File: src/rtl/nes_dp_core_if.sv
// nes_dp_core_if: AXI-Stream audio bus (32-bit data, 1-bit channel id).
interface nes_dp_core_if;
  logic [31:0] tdata;
  logic        tid;
  logic        tvalid;
  logic        tready;
  modport master (output tdata, tid, tvalid, input tready);
  modport slave  (input tdata, tid, tvalid, output tready);
endinterface

File: src/rtl/nes_dp_core.sv
// nes_dp_core: NES PPU timing/palette to registered RGB video, plus stereo AXI-Stream audio.
// The audio path is built only when NES_DP_AUDIO_EN is defined; otherwise the bus is tied to 0.
module nes_dp_core #(
  parameter int AUDIO_DIV = 232,
  parameter int HS_START  = 280,
  parameter int HS_END    = 305,
  parameter int VS_START  = 244,
  parameter int VS_END    = 247
) (
  input  logic        clk,
  input  logic        rst_n,
  input  logic [5:0]  color_i,
  input  logic [8:0]  scanline_i,
  input  logic [8:0]  cycle_i,
  input  logic [15:0] sample_i,
  output logic        de_o,
  output logic        hsync_o,
  output logic        vsync_o,
  output logic [23:0] video_o,
  nes_dp_core_if.master axis
);
  localparam logic [23:0] PAL [64] = '{
    24'h7C7C7C, 24'h0000FC, 24'h0000BC, 24'h4428BC, 24'h940084, 24'hA80020, 24'hA81000, 24'h881400,
    24'h503000, 24'h007800, 24'h006800, 24'h005800, 24'h004058, 24'h000000, 24'h000000, 24'h000000,
    24'hBCBCBC, 24'h0078F8, 24'h0058F8, 24'h6844FC, 24'hD800CC, 24'hE40058, 24'hF83800, 24'hE45C10,
    24'hAC7C00, 24'h00B800, 24'h00A800, 24'h00A844, 24'h008888, 24'h000000, 24'h000000, 24'h000000,
    24'hF8F8F8, 24'h3CBCFC, 24'h6888FC, 24'h9878F8, 24'hF878F8, 24'hF85898, 24'hF87858, 24'hFCA044,
    24'hF8B800, 24'hB8F818, 24'h58D854, 24'h58F898, 24'h00E8D8, 24'h787878, 24'h000000, 24'h000000,
    24'hFCFCFC, 24'hA4E4FC, 24'hB8B8F8, 24'hD8B8F8, 24'hF8B8F8, 24'hF8A4C0, 24'hF0D0B0, 24'hFCE0A8,
    24'hF8D878, 24'hD8F878, 24'hB8F8B8, 24'hB8F8D8, 24'h00FCFC, 24'hF8D8F8, 24'h000000, 24'h000000
  };
  logic        de_d, hsync_d, vsync_d;
  logic [23:0] video_d;
  assign de_d    = scanline_i < 9'd240 && cycle_i >= 9'd1 && cycle_i <= 9'd256;
  assign hsync_d = int'(cycle_i) >= HS_START && int'(cycle_i) <= HS_END;
  assign vsync_d = int'(scanline_i) >= VS_START && int'(scanline_i) <= VS_END;
  assign video_d = de_d ? PAL[color_i] : 24'h000000;
  always_ff @(posedge clk or negedge rst_n)
    if (!rst_n) begin
      de_o    <= 1'b0;
      hsync_o <= 1'b0;
      vsync_o <= 1'b0;
      video_o <= 24'h000000;
    end else begin
      de_o    <= de_d;
      hsync_o <= hsync_d;
      vsync_o <= vsync_d;
      video_o <= video_d;
    end
`ifdef NES_DP_AUDIO_EN
  localparam int DW = $clog2(AUDIO_DIV);
  typedef enum logic [1:0] {IDLE, LEFT, RIGHT} st_t;
  st_t          st_q, st_d;
  logic [DW-1:0] div_q;
  logic [15:0]  smp_q;
  logic         tick;
  assign tick = div_q == DW'(AUDIO_DIV - 1);
  // Ticks outside IDLE (including the RIGHT->IDLE edge) fall through and are dropped.
  assign st_d = (st_q == IDLE) ? (tick ? LEFT : IDLE) :
                (st_q == LEFT) ? (axis.tready ? RIGHT : LEFT) :
                                 (axis.tready ? IDLE : RIGHT);
  always_ff @(posedge clk or negedge rst_n)
    if (!rst_n) begin
      st_q  <= IDLE;
      div_q <= '0;
      smp_q <= 16'h0000;
    end else begin
      st_q  <= st_d;
      div_q <= tick ? '0 : div_q + DW'(1);
      if (st_q == IDLE && tick) smp_q <= sample_i;
    end
  assign axis.tvalid = st_q != IDLE;
  assign axis.tid    = st_q == RIGHT;
  assign axis.tdata  = {smp_q, 16'h0000};
`else
  logic unused_audio;
  assign unused_audio = ^{axis.tready, sample_i};
  assign axis.tvalid  = 1'b0;
  assign axis.tid     = 1'b0;
  assign axis.tdata   = 32'h0;
`endif
endmodule

File: src/flat_wrapper.sv
// flat-port wrapper written by rule: the top's interface ports become plain ports
module nes_dp_core_flat 
#(
  parameter int AUDIO_DIV = 232,
  parameter int HS_START  = 280,
  parameter int HS_END    = 305,
  parameter int VS_START  = 244,
  parameter int VS_END    = 247
)
  (clk, rst_n, color_i, scanline_i, cycle_i, sample_i, de_o, hsync_o, vsync_o, video_o, axis_tdata, axis_tid, axis_tvalid, axis_tready);
  nes_dp_core_if axis_i ();
  input  logic clk;
  input  logic rst_n;
  input  logic [5:0] color_i;
  input  logic [8:0] scanline_i;
  input  logic [8:0] cycle_i;
  input  logic [15:0] sample_i;
  output logic de_o;
  output logic hsync_o;
  output logic vsync_o;
  output logic [23:0] video_o;
  output wire logic [$bits(axis_i.tdata)-1:0] axis_tdata;
  output wire logic [$bits(axis_i.tid)-1:0] axis_tid;
  output wire logic [$bits(axis_i.tvalid)-1:0] axis_tvalid;
  input wire logic [$bits(axis_i.tready)-1:0] axis_tready;
  assign axis_tdata = axis_i.tdata;
  assign axis_tid = axis_i.tid;
  assign axis_tvalid = axis_i.tvalid;
  assign axis_i.tready = axis_tready;
  nes_dp_core #(.AUDIO_DIV(AUDIO_DIV), .HS_START(HS_START), .HS_END(HS_END), .VS_START(VS_START), .VS_END(VS_END)) u_core (.clk(clk), .rst_n(rst_n), .color_i(color_i), .scanline_i(scanline_i), .cycle_i(cycle_i), .sample_i(sample_i), .de_o(de_o), .hsync_o(hsync_o), .vsync_o(vsync_o), .video_o(video_o), .axis(axis_i));
endmodule
File: config.mk
export PLATFORM = sky130hd
export DESIGN_NAME = nes_dp_core_flat
export DESIGN_NICKNAME = d
export VERILOG_FILES = /design/src/rtl/nes_dp_core_if.sv /design/src/rtl/nes_dp_core.sv /design/src/flat_wrapper.sv
export SDC_FILE = /design/constraint.sdc
export NUM_CORES = 1
export LEC_CHECK = 0
export CAP_MARGIN = 20
export CORE_ASPECT_RATIO = 1.5
export CORE_MARGIN = 2
export CORE_UTILIZATION = 38
export DETAILED_ROUTE_END_ITERATION = 10
export GPL_TIMING_DRIVEN = 0
export PLACE_DENSITY = 0.85
export SYNTH_ARGS = -nofsm -noshare
export SYNTH_HDL_FRONTEND = slang
export SYNTH_SLANG_ARGS = --single-unit
File: constraint.sdc
create_clock -name clk -period 0.8 [get_ports clk]
set_clock_uncertainty 0.05 [all_clocks]
set_input_delay 0.16 -clock clk [delete_from_list [all_inputs] [get_ports clk]]
set_output_delay 0.16 -clock clk [all_outputs]
set_load 0.01 [all_outputs]
==> Word level (Yosys, flattened, before mapping) <==
Memories as Yosys holds them, arrays and structs flattened.
Index checks and enable logic that the tools add are counted.
Widths: inputs -> output; s select.
{ "classes": {"reduce_logical": 4, "order_cmp": 8, "bitwise": 1, "muxes": 3} }
{ "ops": {"columns": ["operator", "count"], "rows": [
  ["$mux 24", 3],
  ["$le 9x9->1 const B", 2],
  ["$ge 9x1->1 const B", 1],
  ["$ge 9x8->1 const B", 1],
  ["$ge 9x9->1 const B", 1],
  ["$le 9x8->1 const B", 1],
  ["$lt 9x8->1 const B", 1],
  ["$ge 7x7->1 const B", 1],
  ["$not 6->7", 1],
  ["$logic_and 1x1->1", 4]
]} }
{ "word_totals": {"word_cells": 21, "output_inout_bits": 61, "romBits": 1536, "inputBits": 43, "n_memories": 1, "register_bits": 27} }
{ "mem_list": {"columns": ["memory", "depth", "width", "read_ports", "rd_ports_with_merged_regs", "write_ports", "line", "source"], "rows": [
  ["(no name shown)", 64, 24, 1, 0, 0, "nes_dp_core.sv:37", "assign video_d = de_d ? PAL[color_i] : 24'h000000;"]
]} }

==> Logic depth before layout (Yosys ltp) <==
Gate-level depths: netlist (run 1).
{ "logic_depth": {"depth_word": 5, "mapped_depth": 9, "depth_no_buf": 7} }

==> Worst setup path after synthesis (run 1) <==
No wires, ideal clock.
{ "synth_path": {"path_kind": "input to register", "startpoint": "input color_i[1]", "endpoint": "register u_core.video_o[13]", "setup_time_ns": 0.070, "arrival_time_ns": 1.865, "stages": 7, "path_buffers": 1, "required_time_ns": 0.680, "slack_ns": -1.185, "cell_sequence": "clkbuf_1 -> inv_1 -> ha_1 -> nor2b_1 -> a211o_1 -> mux4_2 -> nor2_2"} }
{ "synth_via": {"elab_chain_len": 5} }
{ "synth_rtl": {"columns": ["element", "line", "source"], "rows": [
  ["start, declared", "flat_wrapper.sv:14", "input logic [5:0] color_i;"],
  ["$not 6->7 (not written as such)", "nes_dp_core.sv:37", null],
  ["$mem_v2 64x24", null, null],
  ["$mux 24 (not written as such) (2 in a row)", "nes_dp_core.sv:37", null],
  ["$mux 24", "nes_dp_core.sv:37", null],
  ["via u_core.video_d[13]", "nes_dp_core.sv:33", "logic [23:0] video_d;"],
  ["end signal, assigned", "nes_dp_core.sv:48", "video_o <= video_d;"],
  ["end, declared", "nes_dp_core.sv:19", "output logic [23:0] video_o,"]
]} }
The timed path passes the listed nets, and every way through them passes these cells. The select of a mux whose other input is x is not followed.

==> Worst setup path after layout (run 1) <==
{ "layout_path": {"startpoint": "input color_i[1]", "endpoint": "register u_core.video_o[19]"} }
The elaborated chain is that of the path after synthesis.

==> results of run 1 <==
-- power by group --
group          internal, µW  leakage, µW  switching [µW]
sequential             1110     0.000284            11.8
combinational           829      0.00146             987
clock                   354    0.0000228             302
-- cells by family (layout without fill, tap and decap cells) --
group | after synthesis | in the layout | synth area share, %
AO/OA/AOI/OAI | 101 | 101 | 28.2
AND/OR/NAND/NOR | 83 | 83 | 18.0
buffers and inverters | 75 | 148 | 20.4
flip-flops | 21 | 21 | 22.9
adder cells (fa/ha/maj) | 10 | 10 | 5.46
multiplexers | 8 | 8 | 4.10
XOR/XNOR | 2 | 2 | 0.765
other | 1 | 40 | 0.164
-- worst max-delay path, cell delays in order --
cell and delay, ns:
buf_12 0.11, clkbuf_16 0.14, inv_8 0.05, ha_4 0.19, buf_4 0.15, buf_6 0.13, nor3b_4 0.18, nor4_2 0.07
nor2_1 0.18, o21ai_1 0.11, a21oi_1 0.16
-- final timing paths --
| path | cells past startpoint | to | slack, ns | from |
|---|---|---|---|---|
| max | 11 | u_core.video_o[19] | -0.72 | color_i[1] |
| max in group asynchronous | 1 | u_core.video_o[15] | 0.58 | rst_n |
| min | 1 | u_core.video_o[2] | -0.20 | rst_n |
| min in group clk | 3 | u_core.hsync_o | 0.16 | cycle_i[5] |
-- routing by layer --
metal | track usage [%] | vias up | part of all wire (%)
li1 | - | 1221 | -
met1 | 29.4 | 1225 | 34
met2 | 44.6 | 219 | 48
met3 | 2.26 | 81 | 9.7
met4 | 18.4 | 0 | 8.2
met5 | 0 | - | 0
-- cells in the final DEF (no fill, tap or decap), drive strengths merged, types with 2 or more instances in the layout --
master	instances
nor2b	6
a211o	2
a221oi	2
mux2i	6
a21o	2
dlygate4sd2	6
nand3	7
o21a	2
inv	8
o22ai	4
clkbuf	16
nand2	21
nor2	19
ha	10
conb	40
a21oi	30
o31ai	2
o21ai	23
buf	115
a211oi	16
and2	2
nor3b	2
nor3	10
clkdlybuf4s50	2
a311oi	2
and3	2
o221ai	2
o311ai	2
dfrtp	21
a31oi	3
nand2b	7
-- registers in the layout, indices dropped and copies added (netlist names) --
register        flops
u_core.hsync_o      1
u_core.video_o     18
u_core.vsync_o      1
u_core.de_o         1
-- what timing repair did --
action                                 4_1_cts  5_1_grt
cloned                                       1        0
pin swaps                                   33       17
setup endpoints to repair                   63       63
buffers inserted                            25        2
endpoints found under the hold margin        0       21
gates resized for setup                    216       21
-- per-stage QoR --
step                utilization (%)  hold WS, ns
detailed placement             53.7        0.644
global placement               53.7        0.633
CTS                            60.7       0.0988
global route                   62.4       -0.160
floorplan                         -       -0.186
finish                         62.4       -0.201
-- layout make-up --
class	count	area, µm²	area share (%)
inverter	9	50.0	1.38
multi-input combinational	244	1840	50.6
sequential	21	526	14.5
timing repair buffer	69	549	15.1
buffer	66	537	14.8
tap	72	90.1	2.48
clock buffer	4	45.0	1.24
==> summary.md, run 1 <==
| Metric | Value |
|---|---|
| Synth top area share | a little under a quarter |
| PortBufs | 41 |
| Die height | 99.1 µm |
| GRT Resource Usage Total | a little over a quarter |
| Filler Cell Count | 508 |
| Rows | 34 |
| Clk slew on worst S/H paths | approximately 0.070 ns |
| Share of cells above drive strength 1 | 48.7% |
| Via count | approximately 2700 |
| Top cell type by total area after synthesis | dfrtp_1 |
| Max H-tree Level | 1 |
| CTS root buffer | clkbuf_8 |
| Placed cell count | 453 |
| CTS sink cnt | 21 |
| HP Class | primary input to async pin |
| CTS Buffer Depth | 2 |
| Final setup viols | 40 |
| Crit Path Max Fanout | 4 |
| Drt first pass iters | 5 |
| Area Growth Syn to Fin | 58.7% |
| # IOs | 104 |
| Residual DRC count | 0 |
| Violated checks | negative hold slack, negative setup slack |
| Relative slew margins | approximately 62% |
| CTS Hold Bufs | 0 |
| Final Critical Period | between 1.5 and 2 ns |
| Mapped Avg Cell Area | 7.61 µm² |
| Finished Cell Area | 3640 µm² |
| Die area | 6680 µm² |
| Wirelength per Cell | between 15 and 20 µm |
| Unrepaired setup endpoints after global routing | yes |
| Crit. End Element | flop |
| Netlist cell types | 54 |
| First-pass GRT wire length | 13500 µm |
| Data required time of the worst path | approximately 0.92 ns |
| Initial Util | 39.3% |
| Most frequent cell after synthesis | buf_4 |
| Routability cong. | 1.00 |
| Post-synth top flop | dfrtp_1 |
| Via density | between 5 and 6 |
| Vias in the first global route | ~2700 |
| Detailed Route WL | 8650 µm |
| Min Hold Slack | -0.201 ns |
| Max-slew violation count | 0 |
| Fin cells | between 400 and 500 |
| Post-Synthesis Cells | 301 |
| Post-DP HPWL | roughly 6000 µm |
| Setup TNS | -13.53 ns |
| Mapped cell area | 2290 µm² |
| PnR Total Power | between 3000 and 4000 µW |
| Antenna Cells | 0 |
| Ys async rst share | 100% |
| EDFF count, synth | 0 |
| Post-layout nets | 467 |
| Yosys warnings | 0 |
| Critical path class | primary input to flop |
| Yosys reg bits | 21 |
| Die W | ~67 µm |
| Final hold viol count | 21 |
| Final Cycle Share | 190% |
| Power Dens Cells | between 900 and 1000 nW/µm² |
| Num CTS Buffers | 3 |
| Initial antenna violation count | 0 |
| Crit start category | primary input |
| Worst Max-Slew Pin Slew | 0.563 ns |
| Status | complete, but fails checks |
| Routed Antenna Nets | 0 |
| Max Cap Viol | 0 |
| Placed Instance Area | 3130 µm² |
| Pre-CTS setup slack | -1.74 ns |
| DR iter-0 viols | approximately 210 |
| Leak | 0.00177 µW |
| CP arrival | 1.65 ns |
| Overflow after GRT | 0 |
| Sequential area share after synthesis | between 20% and 30% |
| Worst VDD drop | 0.444 mV |
| Synth top area cells | dfrtp_1 (23%), buf_4 (13%), a21oi_1 (6.6%), ha_1 (5.5%), a211oi_1 (4.9%) |
| Largest net degree at the start of global routing | 22 |
| Post-route worst setup slack | -0.723 ns |
| Max Fclk | 657 MHz |
| CTS tree | done |
| Commonest cells post-synth | buf_4 (41), a21oi_1 (30), o21ai_0 (22) |
| Core area | 5830 µm² |
Power figures use the tool's default switching activity.
==> run 2: changes to the inputs <==
--- a/config.mk
+++ b/config.mk
@@ -6,7 +6,7 @@
 export NUM_CORES = 1
 export LEC_CHECK = 0
 export CAP_MARGIN = 20
-export CORE_ASPECT_RATIO = 1.5
+export CORE_ASPECT_RATIO = 0.8
 export CORE_MARGIN = 2
 export CORE_UTILIZATION = 38
 export DETAILED_ROUTE_END_ITERATION = 10
==> run 2 against run 1 <==
  * Worst hold slack improved by 0.0085 ns
  * Total power increased by 1.2%
  * Die area down 0.13%
  * Via count fell by 0.73%
  * Critical path depth is 4 lower
  * Critical path type unchanged
  * Non-clock buffer count down 2
  * Routed wire length rose by 4.8%
  * Sequential power about the same
  * The flow still finishes with violations (negative hold slack, negative setup slack)
==> summary.md, run 2 (synthesis gave the netlist of run 1 again) <==
| Metric | Value |
|---|---|
| Status | complete, but fails checks |
| Violated checks | negative hold slack, negative setup slack |
| Post-DP HPWL | between 6000 and 7000 µm |
| Placed Instance Area | around 3100 µm² |
| Die area | 6670 µm² |
| Via density | between 5 and 6 |
| Routability cong. | 0.983 |
| Antenna Cells | 0 |
| Combinational Power Share | about half |
| Crit start category | primary input |
| Filler Cell Count | 548 |
| Vias in the first global route | approximately 2700 |
| Data required time of the worst path | approximately 0.95 ns |
| CTS sink cnt | 21 |
| Fin cells | ~500 |
| Drt first pass iters | 5 |
| CP arrival | between 1.5 and 2 ns |
| CTS Hold Bufs | 0 |
| Most flop-heavy register | u_core.video_o |
| Post-layout nets | 466 |
| Via count | 2726 |
| Switching share of power | 37.0% |
| Final setup viols | 40 |
| Post-route worst setup slack | -0.671 ns |
| Commonest non-fill, non-tap cells in the layout | buf_4 (66), conb_1 (40), buf_2 (23), buf_6 (21), dfrtp_1 (21) |
| Delay-heaviest family, CP | multiplexers |
| Max stage delay on crit path | 0.50 ns |
| Max Cap Viol | 0 |
| Largest register FFs | 18 |
| Rows | 25 |
| Max-slew violation count | 0 |
| Critical path class | primary input to flop |
| CTS root buffer | clkbuf_8 |
| CP cell instances | buf_12 > clkinvlp_4 > ha_4 > nor2b_4 > a211o_1 > mux4_2 > nor2_2 |
| Max H-tree Level | 1 |
| Finished Cell Area | approximately 3600 µm² |
| Commonest non-fill, non-tap cell in the layout | buf_4 |
| Worst Max-Slew Pin Slew | 0.662 ns |
| Max Fclk | 680 MHz |
| Sequential share of power | between 30% and 40% |
| Share of cells above drive strength 1 | 46.6% |
| Wirelength per Cell | 18.4 µm |
| Relative slew margins | a little under three fifths |
| Routed Antenna Nets | 0 |
| Detailed Route WL | 9070 µm |
| Placed cell count | between 400 and 500 |
| Util after Layout | 61.9% |
| Clk slew on worst S/H paths | 0.08 ns |
| PortBufs | 41 |
| Net load switching power | roughly 1300 µW |
| Pint | 2290 µW |
| CTS tree | done |
| Die W | 90.8 µm |
| Initial antenna violation count | 0 |
| Area Growth Syn to Fin | 59.0% |
| Worst VDD drop | 0.591 mV |
| Crit Path Max Fanout | 4 |
| GRT Resource Usage Total | 27.0% |
| DR iter-0 viols | 424 |
| Buf/Inv on CP | 2 |
| Final Critical Period | between 1 and 1.5 ns |
| FF/Latch Area | 526 µm² |
| HP Class | primary input to async pin |
| Min Hold Slack | -0.193 ns |
| Die height | 73.5 µm |
| Final hold viol count | 21 |
| Num CTS Buffers | 3 |
| PnR Total Power | 3640 µW |
| Clock share of power | between 10% and 20% |
| CTS Buffer Depth | 2 |
| Multi-input gate area | 1830 µm² |
| Crit. End Element | flop |
| Initial Util | roughly two fifths |
| First-pass GRT wire length | 14000 µm |
| Residual DRC count | 0 |
| Overflow after GRT | 0 |
| # IOs | 104 |
| Slowest CP cell | mux4_2 |
| Leak | 0.00173 µW |
| Core area | 5880 µm² |
| Unrepaired setup endpoints after global routing | yes |
| Power Dens Cells | 999 nW/µm² |
| Final Cycle Share | 184% |
| Largest net degree at the start of global routing | 22 |
==> run 2: final timing paths <==
kind / cells after the start / start / endpoint
min in group clk: 4 / cycle_i[6] / u_core.hsync_o
max in group asynchronous: 1 / rst_n / u_core.video_o[13]
max: 7 / color_i[0] / u_core.video_o[13]
min: 1 / rst_n / u_core.video_o[2]
==> run 2: metal layers <==
metal,part of all wire (%),vias to the layer above,wire length (µm),global-route usage (%)
met4,3.7,0,333,10.4
met1,40,1258,3620,35.0
met5,0,-,0,0
met3,11,34,980,6.56
li1,-,1223,-,-
met2,46,211,4140,44.1
==> run 2: repair_timing <==
item                                    CTS  global route
buffers inserted                         21             4
endpoints found under the setup margin   63            61
hold endpoints to repair                  0            21
gates cloned                              2             0
gates resized for setup                 219            14
pin swaps                                27            23
==> run 2: layout make-up <==
type | instances | area share, %
well taps | 81 | 2.78
flip-flops and latches | 21 | 14.4
inverters | 9 | 1.55
repair buffers | 67 | 15.4
plain buffers | 66 | 14.5
clock buffers | 4 | 1.24
multi-input cells | 245 | 50.2
==> run 2: per-stage QoR <==
| step | setup slack, ns | TNS (ns) | hold slack (ns) |
|---|---|---|---|
| finish | -0.671 | -14.11 | -0.193 |
| detailed placement | -1.80 | -47.25 | 0.634 |
| CTS | -0.666 | -13.52 | 0.0896 |
| global route | -0.714 | -15.59 | -0.153 |
| global placement | -1.83 | -46.52 | 0.639 |
| floorplan | -0.781 | -9.34 | -0.186 |
==> run 2: power groups by stage <==
stage	registers, µW	clock network, µW	logic, µW
6_report	1130	701	1810
5_1_grt	1130	768	1920
4_1_cts	1120	713	1690
3_5_place_dp	1150	0	1490
3_3_place_gp	1150	0	1500
2_1_floorplan	1170	0	977
==> run 3: changes to the inputs <==
--- a/config.mk
+++ b/config.mk
@@ -10,8 +10,9 @@
 export CORE_MARGIN = 2
 export CORE_UTILIZATION = 38
 export DETAILED_ROUTE_END_ITERATION = 10
+export DONT_BUFFER_PORTS = 1
 export GPL_TIMING_DRIVEN = 0
-export PLACE_DENSITY = 0.85
+export PLACE_DENSITY = 0.63
 export SYNTH_ARGS = -nofsm -noshare
 export SYNTH_HDL_FRONTEND = slang
 export SYNTH_SLANG_ARGS = --single-unit
==> run 3 against run 2 <==
  * The run still ends with negative hold slack, negative setup slack left
  * Worst setup slack gained 0.020 ns
  * Total power decreased by 2.8%
  * Flip-flop and latch count unchanged
  * Die area unchanged
  * Global-route usage fell by 1.4 points
  * Final cell count down 7.3%
  * Clock power is 3.9% lower
  * Maximum frequency is 1.4% higher
  * Largest cell class unchanged
  * Cell area decreased by 4.9%
  * Via count decreased by 5.9%
  * First-iteration DRC count fell by 48%
==> summary.md, run 3 (synthesis gave the netlist of run 1 again) <==
| Metric | Value |
|---|---|
| Initial antenna violation count | 0 |
| Util after Layout | approximately three fifths |
| Max Cap Viol | 0 |
| First-pass GRT wire length | 13100 µm |
| Worst Max-Slew Pin Slew | 0.526 ns |
| HP Class | primary input to async pin |
| CTS sink cnt | 21 |
| Multi-input gate area | ~1900 µm² |
| Max Fclk | 689 MHz |
| Unrepaired setup endpoints after global routing | yes |
| CP arrival | 1.59 ns |
| Data required time of the worst path | 0.94 ns |
| CTS tree | done |
| Post-DP HPWL | 5830 µm |
| PortBufs | 0 |
| Violated checks | negative hold slack, negative setup slack |
| Die W | 90.8 µm |
| Power Dens Cells | 1020 nW/µm² |
| Relative slew margins | between 60% and 70% |
| CTS root buffer | clkbuf_8 |
| DR iter-0 viols | 221 |
| Final Cycle Share | 181% |
| Detailed Route WL | 8680 µm |
| Antenna Cells | 0 |
| Routability cong. | 0.992 |
| Via count | 2564 |
| Die area | 6670 µm² |
| Via density | ~5.6 |
| Crit start category | primary input |
| Residual DRC count | 0 |
| Crit. End Element | flop |
| GRT Resource Usage Total | 25.5% |
| Commonest non-fill, non-tap cells in the layout | buf_4 (66), conb_1 (40), dfrtp_1 (21), a21oi_1 (20), nand2_1 (18) |
| Commonest non-fill, non-tap cell in the layout | buf_4 |
| Drt first pass iters | 4 |
| Final hold viol count | 22 |
| # IOs | 104 |
| FF/Latch Area | 526 µm² |
| Share of cells above drive strength 1 | between 40% and 50% |
| Worst VDD drop | slightly above 0.7 mV |
| Largest net degree at the start of global routing | 22 |
| Num CTS Buffers | 3 |
| Critical path class | primary input to flop |
| Max H-tree Level | 1 |
| Final setup viols | 39 |
| Worst setup path start | color_i[0] |
| Die height | 73.5 µm |
| Setup TNS | -9.63 ns |
| Initial Util | 39.0% |
| Placed Instance Area | between 2000 and 3000 µm² |
| Final Critical Period | 1.45 ns |
| Routed Antenna Nets | 0 |
| Most flop-heavy register | u_core.video_o |
| Max-slew violation count | 0 |
| Core area | 5880 µm² |
| Wirelength per Cell | between 15 and 20 µm |
| Crit Path Max Fanout | 8 |
| Post-route worst setup slack | -0.651 ns |
| CTS Buffer Depth | 2 |
| Post-layout nets | 430 |
| Largest register FFs | 18 |
| Overflow after GRT | 0 |
| Filler Cell Count | 545 |
| Vias in the first global route | 2458 |
| Rows | 25 |
| Min Hold Slack | -0.181 ns |
| Leak | between 0.0015 and 0.002 µW |
| Area Growth Syn to Fin | 51.1% |
| Finished Cell Area | 3460 µm² |
| Clk slew on worst S/H paths | about 0.070 ns |
| CTS Hold Bufs | 2 |
| Status | complete, but fails checks |
run 3: cell count changes in the layout (fill, tap and decap cells not counted), sizes merged:
cell           change
clkinvlp           +1
dlygate4sd3        +1
dlygate4sd2        -6
buf               -27
nand2              -1
clkdlybuf4s15      -1
clkdlybuf4s50      -2
inv                -1
run 3: stage by stage:
| stage | cells | setup slack, ns | power (µW) |
|---|---|---|---|
| finish | 457 | -0.651 | 3540 |
| global route | 457 | -0.669 | 3720 |
| CTS | 452 | -0.577 | 3380 |
| detailed placement | 421 | -0.947 | 2390 |
| global placement | 421 | -0.932 | 2400 |
| floorplan | 340 | -0.781 | 2150 |
run 3: metal layers:
layer / GRT usage, % / share of wire (%) / up-vias
met4: 9.76 / 4.2 / 0
met2: 41.1 / 45 / 177
met5: 0 / 0 / -
li1: - / - / 1142
met1: 33.0 / 40 / 1205
met3: 7.28 / 11 / 40
run 3: worst paths after layout:
| path | to | depth (start not counted) |
|---|---|---|
| min | u_core.video_o[10] | 1 |
| max in group asynchronous | u_core.video_o[14] | 1 |
| min in group clk | u_core.vsync_o | 1 |
| max | u_core.video_o[13] | 7 |
run 3: cell type report:
class	count	share of cell area, %
buffer	65	16.0
clock buffer	4	1.30
inverter	9	1.73
multi-input combinational	244	54.6
sequential	21	15.2
tap	81	2.93
timing repair buffer	33	8.24
run 3: worst max-delay path, cell delays in order:
cell and delay (ns):
clkinvlp_4 0.12, ha_2 0.27, inv_1 0.12, o21ai_0 0.10
a22o_1 0.20, mux4_2 0.52, nor2_2 0.10
run 3: report_power, final:
group,switching (µW),internal [µW]
Sequential,46.8,1110
Combinational,923,779
Clock,320,354
run 3: what timing repair did:
item / in CTS / in global routing
pin swaps: 33 / 23
resized for setup: 72 / 41
endpoints found under the hold margin: 23 / 22
setup buffers: 26 / 7
setup endpoints to repair: 39 / 61
